File: src/rtl/pc_sequencer.sv
// rtl/pc_sequencer.sv - next-PC select, fetch enables and run/step/halt sequencing
module pc_sequencer #(
  parameter int len       = 32,
  parameter int CNT_W     = 32,
  parameter int DRAIN_CYC = 3
) (
  input  logic             i_clk,
  input  logic             i_rst,
  input  logic             i_start,
  input  logic             i_mode,
  input  logic             i_step,
  input  logic             i_stall,
  input  logic             i_branch_taken,
  input  logic [len-1:0]   i_branch_target,
  input  logic             i_jump,
  input  logic [len-1:0]   i_jump_target,
  input  logic             i_halt_instr,
  input  logic [len-1:0]   i_pc,
  output logic [len-1:0]   o_next_pc,
  output logic             o_pc_en,
  output logic             o_pipe_en,
  output logic             o_flush,
  output logic [2:0]       o_state,
  output logic             o_halted,
  output logic [CNT_W-1:0] o_cycle_count
);

  localparam int DW = (DRAIN_CYC < 2) ? 1 : $clog2(DRAIN_CYC + 1);

  typedef enum logic [2:0] {
    IDLE      = 3'd0,
    RUN       = 3'd1,
    STEP_WAIT = 3'd2,
    STEP_EXEC = 3'd3,
    DRAIN     = 3'd4,
    HALTED    = 3'd5
  } state_t;

  state_t        state;
  logic [DW-1:0] drain_cnt;
  logic          exec_state;
  logic          redirect;
  logic          halt_go;

  assign exec_state = (state == RUN) || (state == STEP_EXEC);
  assign redirect   = i_branch_taken | i_jump;
  // A halt under a taken branch is wrong-path; under a stall it is retried next cycle.
  assign halt_go    = exec_state & i_halt_instr & ~i_stall & ~i_branch_taken;
  assign o_state    = state;

  always_comb begin
    o_next_pc = i_pc + len'(4);
    if (i_branch_taken)  o_next_pc = i_branch_target;
    else if (i_jump)     o_next_pc = i_jump_target;
    else if (i_stall)    o_next_pc = i_pc;
  end

  always_comb begin
    o_pc_en   = 1'b0;
    o_pipe_en = 1'b0;
    o_flush   = 1'b0;
    case (state)
      RUN, STEP_EXEC: begin
        o_pipe_en = 1'b1;
        if (halt_go) begin
          o_flush = 1'b1;
        end else begin
          o_pc_en = redirect | ~i_stall;
          o_flush = redirect;
        end
      end
      DRAIN: begin
        o_pipe_en = 1'b1;
        o_flush   = 1'b1;
      end
      default: ;
    endcase
  end

  always_ff @(posedge i_clk or posedge i_rst) begin
    if (i_rst) begin
      state         <= IDLE;
      drain_cnt     <= '0;
      o_halted      <= 1'b0;
      o_cycle_count <= '0;
    end else begin
      if (o_pipe_en && (o_cycle_count != {CNT_W{1'b1}}))
        o_cycle_count <= o_cycle_count + CNT_W'(1);
      case (state)
        IDLE: begin
          if (i_start) state <= i_mode ? STEP_WAIT : RUN;
        end
        RUN: begin
          if (halt_go) begin
            state     <= DRAIN;
            drain_cnt <= DW'(DRAIN_CYC);
          end
        end
        STEP_WAIT: begin
          if (i_step) state <= STEP_EXEC;
        end
        STEP_EXEC: begin
          if (halt_go) begin
            state     <= DRAIN;
            drain_cnt <= DW'(DRAIN_CYC);
          end else begin
            state <= STEP_WAIT;
          end
        end
        DRAIN: begin
          if (drain_cnt <= DW'(1)) begin
            state     <= HALTED;
            drain_cnt <= '0;
            o_halted  <= 1'b1;
          end else begin
            drain_cnt <= drain_cnt - DW'(1);
          end
        end
        HALTED: ;
        default: state <= IDLE;
      endcase
    end
  end

endmodule
File: config.mk
export PLATFORM = sky130hd
export DESIGN_NAME = pc_sequencer
export DESIGN_NICKNAME = d
export VERILOG_FILES = /design/src/rtl/pc_sequencer.sv
export SDC_FILE = /design/constraint.sdc
export NUM_CORES = 1
export LEC_CHECK = 0
export BUFFER_PORTS_ARGS = -buffer_cell sky130_fd_sc_hd__buf_2
export CAP_MARGIN = 0
export CORE_MARGIN = 2
export CORE_UTILIZATION = 49
export CTS_CLUSTER_DIAMETER = 80
export DETAILED_ROUTE_END_ITERATION = 6
export PLACE_DENSITY = 0.93
export SETUP_SLACK_MARGIN = 0.1
export SLEW_MARGIN = 20
export SYNTH_ARGS = -nofsm -noshare
export SYNTH_HDL_FRONTEND = slang
export SYNTH_SLANG_ARGS = --single-unit
export TNS_END_PERCENT = 10
File: constraint.sdc
create_clock -name i_clk -period 6.3 [get_ports i_clk]
set_clock_uncertainty 0.15 [all_clocks]
set_input_delay 0.63 -clock i_clk [delete_from_list [all_inputs] [get_ports i_clk]]
set_output_delay 0.63 -clock i_clk [all_outputs]
set_load 0.005 [all_outputs]
; After elaboration in Yosys (flattened, before gate mapping)
; Cells that the tools add are included.
[totals]
mem_count = 0
ram_bits = 0
word_cells = 54
mem_bits_ro = 0
regBits = 38
in_bits = 105
latchBits = 0
out_inout_bits = 71
[classes]
mul = 0
n_div = 0
n_mux = 18
n_addsub = 3
shift = 0
bitwise_logic = 8
n_eq_ne = 11
order_cmp = 1
n_reduce_logical = 9
[op_table]
columns = operator, count
row1 = 2-to-1 mux 32 bit, 3
row2 = adder 32 x 1 -> 32 bit (second input constant), 1
row3 = adder 32 x 3 -> 32 bit (second input constant), 1
row4 = inequality test 32 bit (second input constant), 1
row5 = case mux 3 bit (6 select lines), 1
row6 = 2-to-1 mux 3 bit, 5
row7 = inequality test 2 bit (second input constant), 4
row8 = equality test 3 x 2 -> 1 bit (second input constant), 2
row9 = equality test 3 bit (second input constant), 2
row10 = 2-to-1 mux 2 bit, 3
row11 = AND reduction 5 bit, 1
row12 = 2-to-1 mux 1 bit, 4
row13 = case mux 2 bit (2 select lines), 1
row14 = AND reduction 2 bit, 2
row15 = bitwise AND 1 bit, 3
row16 = equality test 3 x 1 -> 1 bit (second input constant), 1
row17 = logical NOT 3 bit, 1
row18 = NOT 1 bit, 3
row19 = OR reduction 3 bit, 1
row20 = less-or-equal comparator 2 x 1 -> 1 bit (second input constant), 1
row21 = inequality test 2 x 1 -> 1 bit (second input constant), 1
row22 = bitwise OR 1 bit, 2
row23 = case mux 1 bit (2 select lines), 1
row24 = nonzero test 2 bit, 1
row25 = other kinds (4), 4

; Logic depth before layout (Yosys ltp)
; Gate-level depths: netlist (run 1).
[depth]
word_depth = 7
depth_mapped = 7
mapped_depth_nobuf = 6

; Worst setup path after synthesis (run 1)
; Ideal clock, no wire load.
[synth_timing]
kind = input to output
from = input port i_stall
to = output port o_next_pc[20]
path_slack_ns = 3.527
cell_stages = 6
t_required_ns = 5.520
arrival_ns = 1.993
n_path_buf = 1
path_cell_list = clkbuf_1 -> nand2b_1 -> nor3_1 -> nor3b_1 -> mux2i_1 -> a221o_1
[synth_via]
elab_chain_cells = 3
[synth_lines]
columns = element, line_no
row1 = "start, declared", 12  ; input logic i_stall,
row2 = 2-to-1 mux 32 bit, 55  ; else if (i_stall) o_next_pc = i_pc;
row3 = 2-to-1 mux 32 bit, 54  ; else if (i_jump) o_next_pc = i_jump_target;
row4 = 2-to-1 mux 32 bit, 53  ; if (i_branch_taken) o_next_pc = i_branch_target;
row5 = "end, declared", 19  ; output logic [len-1:0] o_next_pc,
; Every way passes these cells.

; Final worst setup path (run 1)
[layout_timing]
from = input port i_pc[4]
to = output port o_next_pc[22]
[layout_via]
elab_chain_cells = 4
[layout_lines]
columns = element, line_no
row1 = "start, declared", 18  ; input logic [len-1:0] i_pc,
row2 = adder 32 x 3 -> 32 bit, 52  ; o_next_pc = i_pc + len'(4);
row3 = 2-to-1 mux 32 bit, 55
row4 = 2-to-1 mux 32 bit, 54
row5 = 2-to-1 mux 32 bit, 53
; Every way passes these cells.

==> results of run 1 <==
through the flow:
stage               util, %  power (mW)
floorplan                 -       0.502
global placement       64.7       0.609
detailed placement     64.7       0.622
CTS                    66.2       0.797
global route           66.2       0.844
finish                 66.2       0.795
synthesized netlist by cell type (all sizes together), types with 10 or more instances:
library cell	count	area, sq um
nor2	21	78.8
a22oi	12	90.1
clkbuf	12	46.3
nand3	17	85.1
nor4	21	138
inv	10	37.5
xor2	29	254
nand4	18	125
o21ai	27	135
nor3	19	95.1
dfrtp	38	951
nand2	52	195
xnor2	18	158
mux2i	12	120
kinds of logic (layout without fill, tap and decap cells):
logic type | count (synthesis) | count (layout) | synth area share [%]
AND/OR/NAND/NOR | 197 | 197 | 33.3
AO/OA/AOI/OAI | 73 | 73 | 15.0
XOR/XNOR | 47 | 47 | 12.9
flip-flops | 38 | 38 | 29.9
buffers and inverters | 26 | 194 | 3.62
multiplexers | 14 | 14 | 4.48
adder cells (fa/ha/maj) | 2 | 2 | 0.786
state kept, by name, summed over array words and instances (netlist names):
signal	flops
o_cycle_count	32
o_halted	1
drain_cnt	2
o_state	3
worst max-delay path, cell delays in order:
cell and delay [ns]:
buf_2 0.15, nand4_2 0.23, nor4_1 0.75, nand3_1 0.18
or3_1 0.34, nand3_1 0.09, buf_2 0.12
metal layers:
metal | global-route usage, % | vias to the layer above | part of all wire, %
li1 | - | 1797 | -
met3 | 5.41 | 18 | 9.4
met4 | 8.08 | 0 | 1.5
met2 | 47.4 | 216 | 50
met5 | 0 | - | 0
met1 | 33.3 | 1741 | 39
where the power goes:
| group | internal, mW | switching, mW | total, mW |
|---|---|---|---|
| registers | 0.276 | 0.0451 | 0.321 |
| logic | 0.136 | 0.162 | 0.299 |
| clock network | 0.0879 | 0.0874 | 0.175 |
| total | 0.500 | 0.295 | 0.795 |
layout by cell type (no fill, tap or decap), types with 3 or more instances in the layout:
| master | instances |
|---|---|
| dfrtp_1 | 38 |
| o21ai_0 | 24 |
| buf_2 | 175 |
| nor4_1 | 20 |
| xor2_1 | 29 |
| nand2_1 | 52 |
| clkbuf_8 | 6 |
| mux2i_1 | 12 |
| a22oi_1 | 12 |
| o21a_1 | 3 |
| or4_1 | 7 |
| nor3_1 | 19 |
| nor2_1 | 21 |
| and3_1 | 8 |
| a31oi_1 | 3 |
| nand2b_1 | 8 |
| o21ai_1 | 3 |
| xnor2_1 | 18 |
| inv_1 | 10 |
| or2_2 | 4 |
| o31a_1 | 3 |
| nand3_1 | 17 |
| nand4_1 | 16 |
| o31ai_1 | 4 |
| a21oi_1 | 9 |
| or3_1 | 5 |
| nand3b_1 | 6 |
area by class of cell:
cell class | count | area, sq um | area share [%]
Multi-Input combinational cell | 333 | 2120 | 50.6
Clock buffer | 6 | 82.6 | 1.98
Clock inverter | 2 | 12.5 | 0.299
Timing Repair Buffer | 176 | 883 | 21.1
Tap cell | 77 | 96.3 | 2.30
Sequential cell | 38 | 951 | 22.7
Inverter | 10 | 37.5 | 0.898
worst paths after layout:
path                              startpoint           endpoint  slack, ns  depth (start not counted)
min reg2reg                o_cycle_count[18]  o_cycle_count[18]       0.34                          1
min in group i_clk         o_cycle_count[18]  o_cycle_count[18]       0.34                          1
max in group asynchronous              i_rst         o_state[2]       5.38                          3
max reg2reg                 o_cycle_count[0]  o_cycle_count[23]       3.45                          6
max                                  i_pc[4]      o_next_pc[22]       3.05                          7
min                                    i_rst   o_cycle_count[7]       0.29                          3
==> impl_metrics.tcl, run 1 <==
set metrics [dict create \
    hold_class "input port to async pin" \
    viasPerCell 5.88 \
    grt_util_all_layers_pct 26.9 \
    wl_per_cell_um 15.6 \
    placed_area_sq_um 4090 \
    cp_max_fo 10 \
    hold_buffers 0 \
    syn_inst 397 \
    drv_slew 0 \
    drt-pass1-iter-count 5 \
    final.setup.worst_slack_ns 3.05 \
    vias 3772 \
    path_class "input port to primary output" \
    insertion_delay_ns 0.30 \
    start_util_pct 50.4 \
    status "finished clean" \
    diodes 0 \
    syn-cell-area_sq_um 3180 \
    worst_pin_slew_ns 0.931 \
    p_per_area_nw_per_um2 190 \
    gp_congestion 0.943 \
    dp_slack_ns 3.05 \
    max-vdd-ir-drop_mv 0.219 \
    nets 671 \
    cp_data_arrival_time_ns 2.47 \
    first_iter_violations 222 \
    post-dp-hpwl_um 7940 \
    synth-main-ff-cell "dfrtp_1" \
    synth.avg_cell_area_sq_um 8.02 \
    fin_cells 642 \
    post-cts-setup-buffer-count 0 \
    whs_ns 0.286 \
    cts_tree "yes" \
    antenna_found_initial 0 \
    synth_nets 504 \
    cts_root_buf "clkbuf_8" \
    cp.required_ns 5.52 \
    clockBufferDepth 2 \
    setup.worst_path.end_class "primary output" \
    slew_headroom_pct 37.0 \
    post-route-period-util_pct 51.6 \
    syn2layout_area_growth_pct 31.3 \
    grt_pass1_vias 3459 \
    fin_crit_ns 3.25 \
    die_w_um 84.6 \
    drc 0 \
    clk_pin_slew_ns 0.08 \
    p_leak_nw 2.09 \
    dieHeight_um 84.6 \
    drive_gt1_share_pct 34.3 \
    rsz0062_at_grt "no" \
    grt_max_degree 50 \
    maxCapViolCount 0 \
    nFillCells 536 \
    final.setup.tns_ns 0 \
    core-area_sq_um 6310 \
    synth_edf_count 0 \
    cts_sinks 38 \
    routed_wl_um 10000 \
    fmax_ghz 0.307 \
    synth_async_sr_flop_share_pct 100 \
    rows 29 \
    ys_warn_count 0 \
    cts_resized 0 \
    final_antenna_net_count 0 \
    die-area_sq_um 7160 \
    critPathLaunchType "input port" \
    seq_area_frac_synth_pct 29.9 \
    setup_viol 0 \
    cts_buffers 5 \
    place_inst 634 \
    final-hold-violation-count 0 \
    synth_cell_types 53 \
    io_buffer_count 175 \
    final_area_sq_um 4180 \
    grt.overflow.total 0 \
    grt_pass1_wl_um 15900 \
    ys_ff_latch 38 \
    num_io_pins 176 \
    htree_levels 2 \
]
Power figures use the tool's default switching activity.
==> inputs of run 2 (changes only) <==
--- a/config.mk
+++ b/config.mk
@@ -5,13 +5,14 @@
 export SDC_FILE = /design/constraint.sdc
 export NUM_CORES = 1
 export LEC_CHECK = 0
+export ABC_AREA = 1
 export BUFFER_PORTS_ARGS = -buffer_cell sky130_fd_sc_hd__buf_2
 export CAP_MARGIN = 0
 export CORE_MARGIN = 2
 export CORE_UTILIZATION = 49
 export CTS_CLUSTER_DIAMETER = 80
 export DETAILED_ROUTE_END_ITERATION = 6
-export PLACE_DENSITY = 0.93
+export PLACE_DENSITY = 0.88
 export SETUP_SLACK_MARGIN = 0.1
 export SLEW_MARGIN = 20
 export SYNTH_ARGS = -nofsm -noshare
==> constraint.sdc (replaced) <==
create_clock -name i_clk -period 3 [get_ports i_clk]
set_clock_uncertainty 0.15 [all_clocks]
set_input_delay 0.3 -clock i_clk [delete_from_list [all_inputs] [get_ports i_clk]]
set_output_delay 0.3 -clock i_clk [all_outputs]
set_load 0.005 [all_outputs]
==> run 2 against run 1 <==
Design area grew 21%. Via count grew 36%. Worst setup slack lost 2.3 ns. Synthesized cell count grew 81%. Combinational power grew to 2.8 times the previous value. Sequential share of layout area shrank 4.0 points. Register-to-register slack lost 2.5 ns. Routed wire length grew 26%. Clock power grew 97%. Hold slack lost 0.12 ns. Die area grew 26%.
==> impl_metrics.tcl, run 2 <==
set metrics [dict create \
    regToRegEndpoint "o_cycle_count[18]" \
    seq_area_frac_synth_pct 23.5 \
    p_comb_share_pct 45.7 \
    place_inst 985 \
    wl_per_cell_um 12.7 \
    rows 33 \
    drt-pass1-iter-count 5 \
    pwr-share-clk_pct 18.8 \
    synth.avg_cell_area_sq_um 5.64 \
    switchingPower_mw 0.797 \
    clockBufferDepth 2 \
    fin_cells 993 \
    regMostFlops "o_cycle_count" \
    diodes 0 \
    nFillCells 821 \
    htree_levels 2 \
    cts_buffers 5 \
    clk_pin_slew_ns 0.07 \
    p_per_area_nw_per_um2 362 \
    yosysMostFrequentCell "nand2_1" \
    grt_pass1_vias 4624 \
    drv_slew 0 \
    gp_congestion 0.969 \
    hold_class "input port to flop" \
    critPathLaunchType "input port" \
    grt_max_degree 39 \
    post-route-period-util_pct 74.7 \
    synthTopCellsByCount "nand2_1, nand3_1, nor2_1" \
    switching_share_pct 43.3 \
    maxCapViolCount 0 \
    core-area_sq_um 8130 \
    vias 5125 \
    slew_headroom_pct 61.0 \
    dieHeight_um 94.9 \
    final_common_cell "nand2_1" \
    synth_cell_types 35 \
    grt.overflow.total 0 \
    insertion_delay_ns 0.30 \
    synth-main-ff-cell "dfrtp_1" \
    max-vdd-ir-drop_mv 0.234 \
    worstReg2RegStart "o_cycle_count[0]" \
    first_iter_violations 245 \
    cp_max_fo 6 \
    viasPerCell 5.16 \
    cts_tree "yes" \
    grt_util_all_layers_pct 28.1 \
    seq_power_share_pct 35.5 \
    fin_crit_ns 2.24 \
    syn-cell-area_sq_um 4050 \
    final.setup.tns_ns 0 \
    largest_reg_flops 32 \
    ys_warn_count 0 \
    reg2reg_slack_ns 0.92 \
    worst_pin_slew_ns 0.585 \
    min_path_cells 4 \
    routed_wl_um 12600 \
    hold_end "o_state[1]" \
    status "finished clean" \
    drc 0 \
    synth_edf_count 0 \
    cts_root_buf "clkbuf_8" \
    final_antenna_net_count 0 \
    start_util_pct 49.8 \
    synth_top_area_share_pct 28.0 \
    multiInputGateArea_sq_um 2730 \
    io_buffer_count 175 \
    cp.required_ns 2.55 \
    ys_ff_latch 38 \
    post-dp-hpwl_um 10300 \
    die_w_um 94.9 \
    final-hold-violation-count 0 \
    power.total_mw 1.84 \
    synth_area_leader_cell "nand2_1" \
    seq_area_sq_um 951 \
    whs_ns 0.162 \
    grt_pass1_wl_um 20400 \
    setup.worst_path.end_class "primary output" \
    intPower_mw 1.04 \
    p_leak_nw 2.75 \
    rsz0062_at_grt "no" \
    synth_area_leaders "nand2_1, dfrtp_1, nand3_1, nor2_1, inv_1" \
    fmax_ghz 0.446 \
    syn_inst 719 \
    syn2layout_area_growth_pct 25.3 \
    nets 995 \
    synth_async_sr_flop_share_pct 100 \
    num_io_pins 176 \
    post-route-util_pct 62.4 \
    antenna_found_initial 0 \
    setup_viol 0 \
    layout_common_cells "nand2_1, buf_2, nor2_1, nand3_1, inv_1" \
    r2r_cells 10 \
    hold_path_startpoint "i_step" \
    cp_data_arrival_time_ns 1.79 \
    path_class "input port to primary output" \
    cts_sinks 38 \
    die-area_sq_um 9010 \
    drive_gt1_share_pct 22.9 \
    synth_nets 826 \
]
run 2: changes by cell type after synthesis, moves of 12 or more:
| cell | change |
|---|---|
| nor2_1 | +69 |
| nand2_1 | +250 |
| xor2_1 | -24 |
| nand3_1 | +73 |
| inv_1 | +57 |
| nor4_1 | -20 |
| a22oi_1 | -12 |
| mux2i_1 | -12 |
run 2: critical path: stages:
cell	delay [ns]
buf_2	0.12
ha_1	0.15
inv_1	0.04
nor2_1	0.17
nand3_1	0.22
nor3_1	0.40
nand3_1	0.12
nand3_1	0.09
nand2_1	0.05
buf_2	0.12
run 2: metal layers:
layer,up-vias,share of wire (%),GRT usage (%)
met1,2249,41,34.6
met4,0,3.3,11.4
met5,-,0,0
met2,226,49,49.1
met3,36,6.7,4.07
li1,2614,-,-
run 2: how the worst max path moves through the flow:
stage	startpoint	endpoint	slack, ns	depth (start not counted)
floorplan	o_cycle_count[0]	o_cycle_count[18]	1.21	11
global placement	i_pc[2]	o_next_pc[26]	0.81	10
detailed placement	i_pc[2]	o_next_pc[26]	0.79	10
CTS	i_pc[2]	o_next_pc[26]	0.78	10
global route	i_pc[2]	o_next_pc[26]	0.53	10
finish	i_pc[2]	o_next_pc[26]	0.76	10
run 2: cell families after synthesis:
family | share of synthesized area (%)
adders and majority gates | 0.617
and+or+nand+nor | 55.7
xor gates and xnor gates | 4.54
DFF | 23.5
AOI/OAI and AO/OA | 6.58
buffers and inverters | 9.14
run 2: cell type report:
type / instances / area share [%]
clock buffer: 6 / 1.43
clock inverter: 1 / 0.148
inverter: 69 / 5.15
multi-input combinational: 593 / 53.8
sequential: 38 / 18.7
tap: 105 / 2.59
timing repair buffer: 181 / 18.2
run 2: power by group through the flow:
stage	clock network, mW	registers (mW)	logic [mW]
after CTS	0.350	0.651	0.844
after global routing	0.374	0.665	0.945
after global placement	0	0.659	0.834
after detailed placement	0	0.661	0.840
after floorplan	0	0.655	0.619
final	0.345	0.653	0.841
run 2: what timing repair did:
action / CTS / global route
hold endpoints to repair: 38 / 0
gates resized for setup: 0 / 0
buffers inserted: 0 / 0
hold buffers: 1 / 0
run 2: stage by stage:
step	worst slack, ns	instance area [sq um]
after global placement	0.808	4990
after global routing	0.527	5080
after CTS	0.780	5080
after floorplan	1.21	4050
final	0.758	5080
after detailed placement	0.785	4990
==> inputs of run 3 (changes only) <==
--- a/config.mk
+++ b/config.mk
@@ -9,10 +9,10 @@
 export BUFFER_PORTS_ARGS = -buffer_cell sky130_fd_sc_hd__buf_2
 export CAP_MARGIN = 0
 export CORE_MARGIN = 2
-export CORE_UTILIZATION = 49
+export CORE_UTILIZATION = 44
 export CTS_CLUSTER_DIAMETER = 80
 export DETAILED_ROUTE_END_ITERATION = 6
-export PLACE_DENSITY = 0.88
+export PLACE_DENSITY = 0.84
 export SETUP_SLACK_MARGIN = 0.1
 export SLEW_MARGIN = 20
 export SYNTH_ARGS = -nofsm -noshare
==> constraint.sdc (replaced) <==
create_clock -name i_clk -period 1.85 [get_ports i_clk]
set_clock_uncertainty 0.15 [all_clocks]
set_input_delay 0.185 -clock i_clk [delete_from_list [all_inputs] [get_ports i_clk]]
set_output_delay 0.185 -clock i_clk [all_outputs]
set_load 0.005 [all_outputs]
==> run 3 against run 2 <==
Worst setup slack lost 0.63 ns. Count of clock-buffer cells in the layout shrank 1. Combinational power grew 120%. Routed wire length grew 15%. Register-to-register slack lost 0.79 ns. Critical path depth grew 2.
==> impl_metrics.tcl, run 3 (synthesis results as in run 2) <==
set metrics [dict create \
    grt_pass1_vias 4829 \
    p_leak_nw 3.03 \
    place_inst 1024 \
    final-hold-violation-count 0 \
    setup.worst_path.end_class "primary output" \
    path_class "input port to primary output" \
    insertion_delay_ns 0.30 \
    p_per_area_nw_per_um2 638 \
    first_iter_violations 344 \
    post-route-period-util_pct 93.0 \
    vias 5534 \
    cp.required_ns 1.51 \
    largest_reg_flops 32 \
    io_buffer_count 175 \
    hold_class "input port to flop" \
    layout_common_cells "nand2_1, buf_2, nand3_1" \
    post-dp-hpwl_um 10900 \
    critPathLaunchType "input port" \
    r2r_cells 9 \
    fin_crit_ns 1.72 \
    die-area_sq_um 9990 \
    cp_max_fo 4 \
    grt_util_all_layers_pct 26.4 \
    dieHeight_um 100 \
    start_util_pct 44.7 \
    num_io_pins 176 \
    htree_levels 2 \
    wl_per_cell_um 13.8 \
    maxCapViolCount 0 \
    viasPerCell 5.29 \
    max-vdd-ir-drop_mv 0.386 \
    clk_pin_slew_ns 0.08 \
    cts_sinks 38 \
    final_common_cell "nand2_1" \
    grt_pass1_wl_um 21700 \
    power.total_mw 3.70 \
    cts_buffers 5 \
    regMostFlops "o_cycle_count" \
    drc 0 \
    status "finished clean" \
    reg2reg_slack_ns 0.13 \
    worstReg2RegStart "o_cycle_count[26]" \
    cts_root_buf "clkbuf_8" \
    final_antenna_net_count 0 \
    nets 1040 \
    syn2layout_area_growth_pct 43.0 \
    crit_start "i_pc[10]" \
    routed_wl_um 14500 \
    regToRegEndpoint "o_cycle_count[2]" \
    core-area_sq_um 9060 \
    grt_max_degree 39 \
    setup_viol 0 \
    cts_tree "yes" \
    fmax_ghz 0.581 \
    final.setup.tns_ns 0 \
    cp_data_arrival_time_ns 1.39 \
    fin_cells 1046 \
    worst_pin_slew_ns 0.476 \
    clockBufferDepth 2 \
    gp_congestion 0.964 \
    crit_end "o_next_pc[19]" \
    rsz0062_at_grt "yes" \
    antenna_found_initial 1 \
    grt.overflow.total 0 \
    die_w_um 100 \
    slew_headroom_pct 68.3 \
    rows 35 \
    drv_slew 0 \
    drt-pass1-iter-count 5 \
    drive_gt1_share_pct 33.3 \
]
[run 3: cell count changes in the layout (fill, tap and decap cells not counted), sizes merged]
cell / change
bufinv: +1
buf: +44
clkinv: +2
clkinvlp: -1
diode: +1
[run 3: metal layers]
layer	track usage [%]	vias to the layer above	part of all wire (%)
met3	3.83	49	7.4
li1	-	2720	-
met1	32.6	2505	39
met5	0	-	0
met2	47.2	260	50
met4	8.64	0	3.6
[run 3: critical path, cell delays in order]
cell     delay (ns)
buf_2          0.13
nand2_1        0.09
nor2_2         0.15
nand2_2        0.11
nor2_4         0.14
buf_4          0.13
nand3_1        0.08
inv_1          0.07
nand3_1        0.06
nand2_1        0.07
nand2_1        0.04
buf_2          0.12
[run 3: stage by stage]
step	utilization (%)	worst slack (ns)	hold slack [ns]	cell area, sq um
after floorplan	-	0.116	0.221	4070
after global placement	58.4	0.0309	0.169	5290
after detailed placement	58.4	0.00854	0.185	5290
after CTS	60.1	0.0558	0.0489	5450
after global routing	63.9	0.00564	0.0784	5800
final	63.9	0.129	0.0482	5800
[run 3: power by group]
| part | leakage [nW] | switching (mW) | internal (mW) | total, mW |
|---|---|---|---|---|
| logic | 2.48 | 1.08 | 0.815 | 1.89 |
| clock network | 0.0579 | 0.309 | 0.397 | 0.706 |
| registers | 0.495 | 0.161 | 0.940 | 1.10 |
[run 3: layout make-up]
cell class / instances / area, sq um
Inverter: 69 / 269
Sequential cell: 38 / 966
Multi-Input combinational cell: 593 / 2980
Timing Repair Buffer: 226 / 1340
Clock inverter: 3 / 40.0
Fill cell: 793 / 3270
Antenna cell: 1 / 2.50
Clock buffer: 5 / 68.8
Tap cell: 111 / 139
[run 3: how the worst min path moves through the flow]
stage / start / to / depth (start not counted)
global route: i_step / o_state[1] / 4
global placement: i_rst / o_cycle_count[0] / 3
finish: i_step / o_state[1] / 4
floorplan: i_step / o_state[1] / 3
detailed placement: i_rst / o_cycle_count[2] / 3
CTS: i_step / o_state[1] / 4
[run 3: timing repair]
item	in CTS	in global routing
gates cloned	0	1
endpoints found under the hold margin	38	0
pin swaps	0	15
buffers inserted	2	9
hold buffers	1	0
setup endpoints to repair	37	54
gates resized for setup	5	84
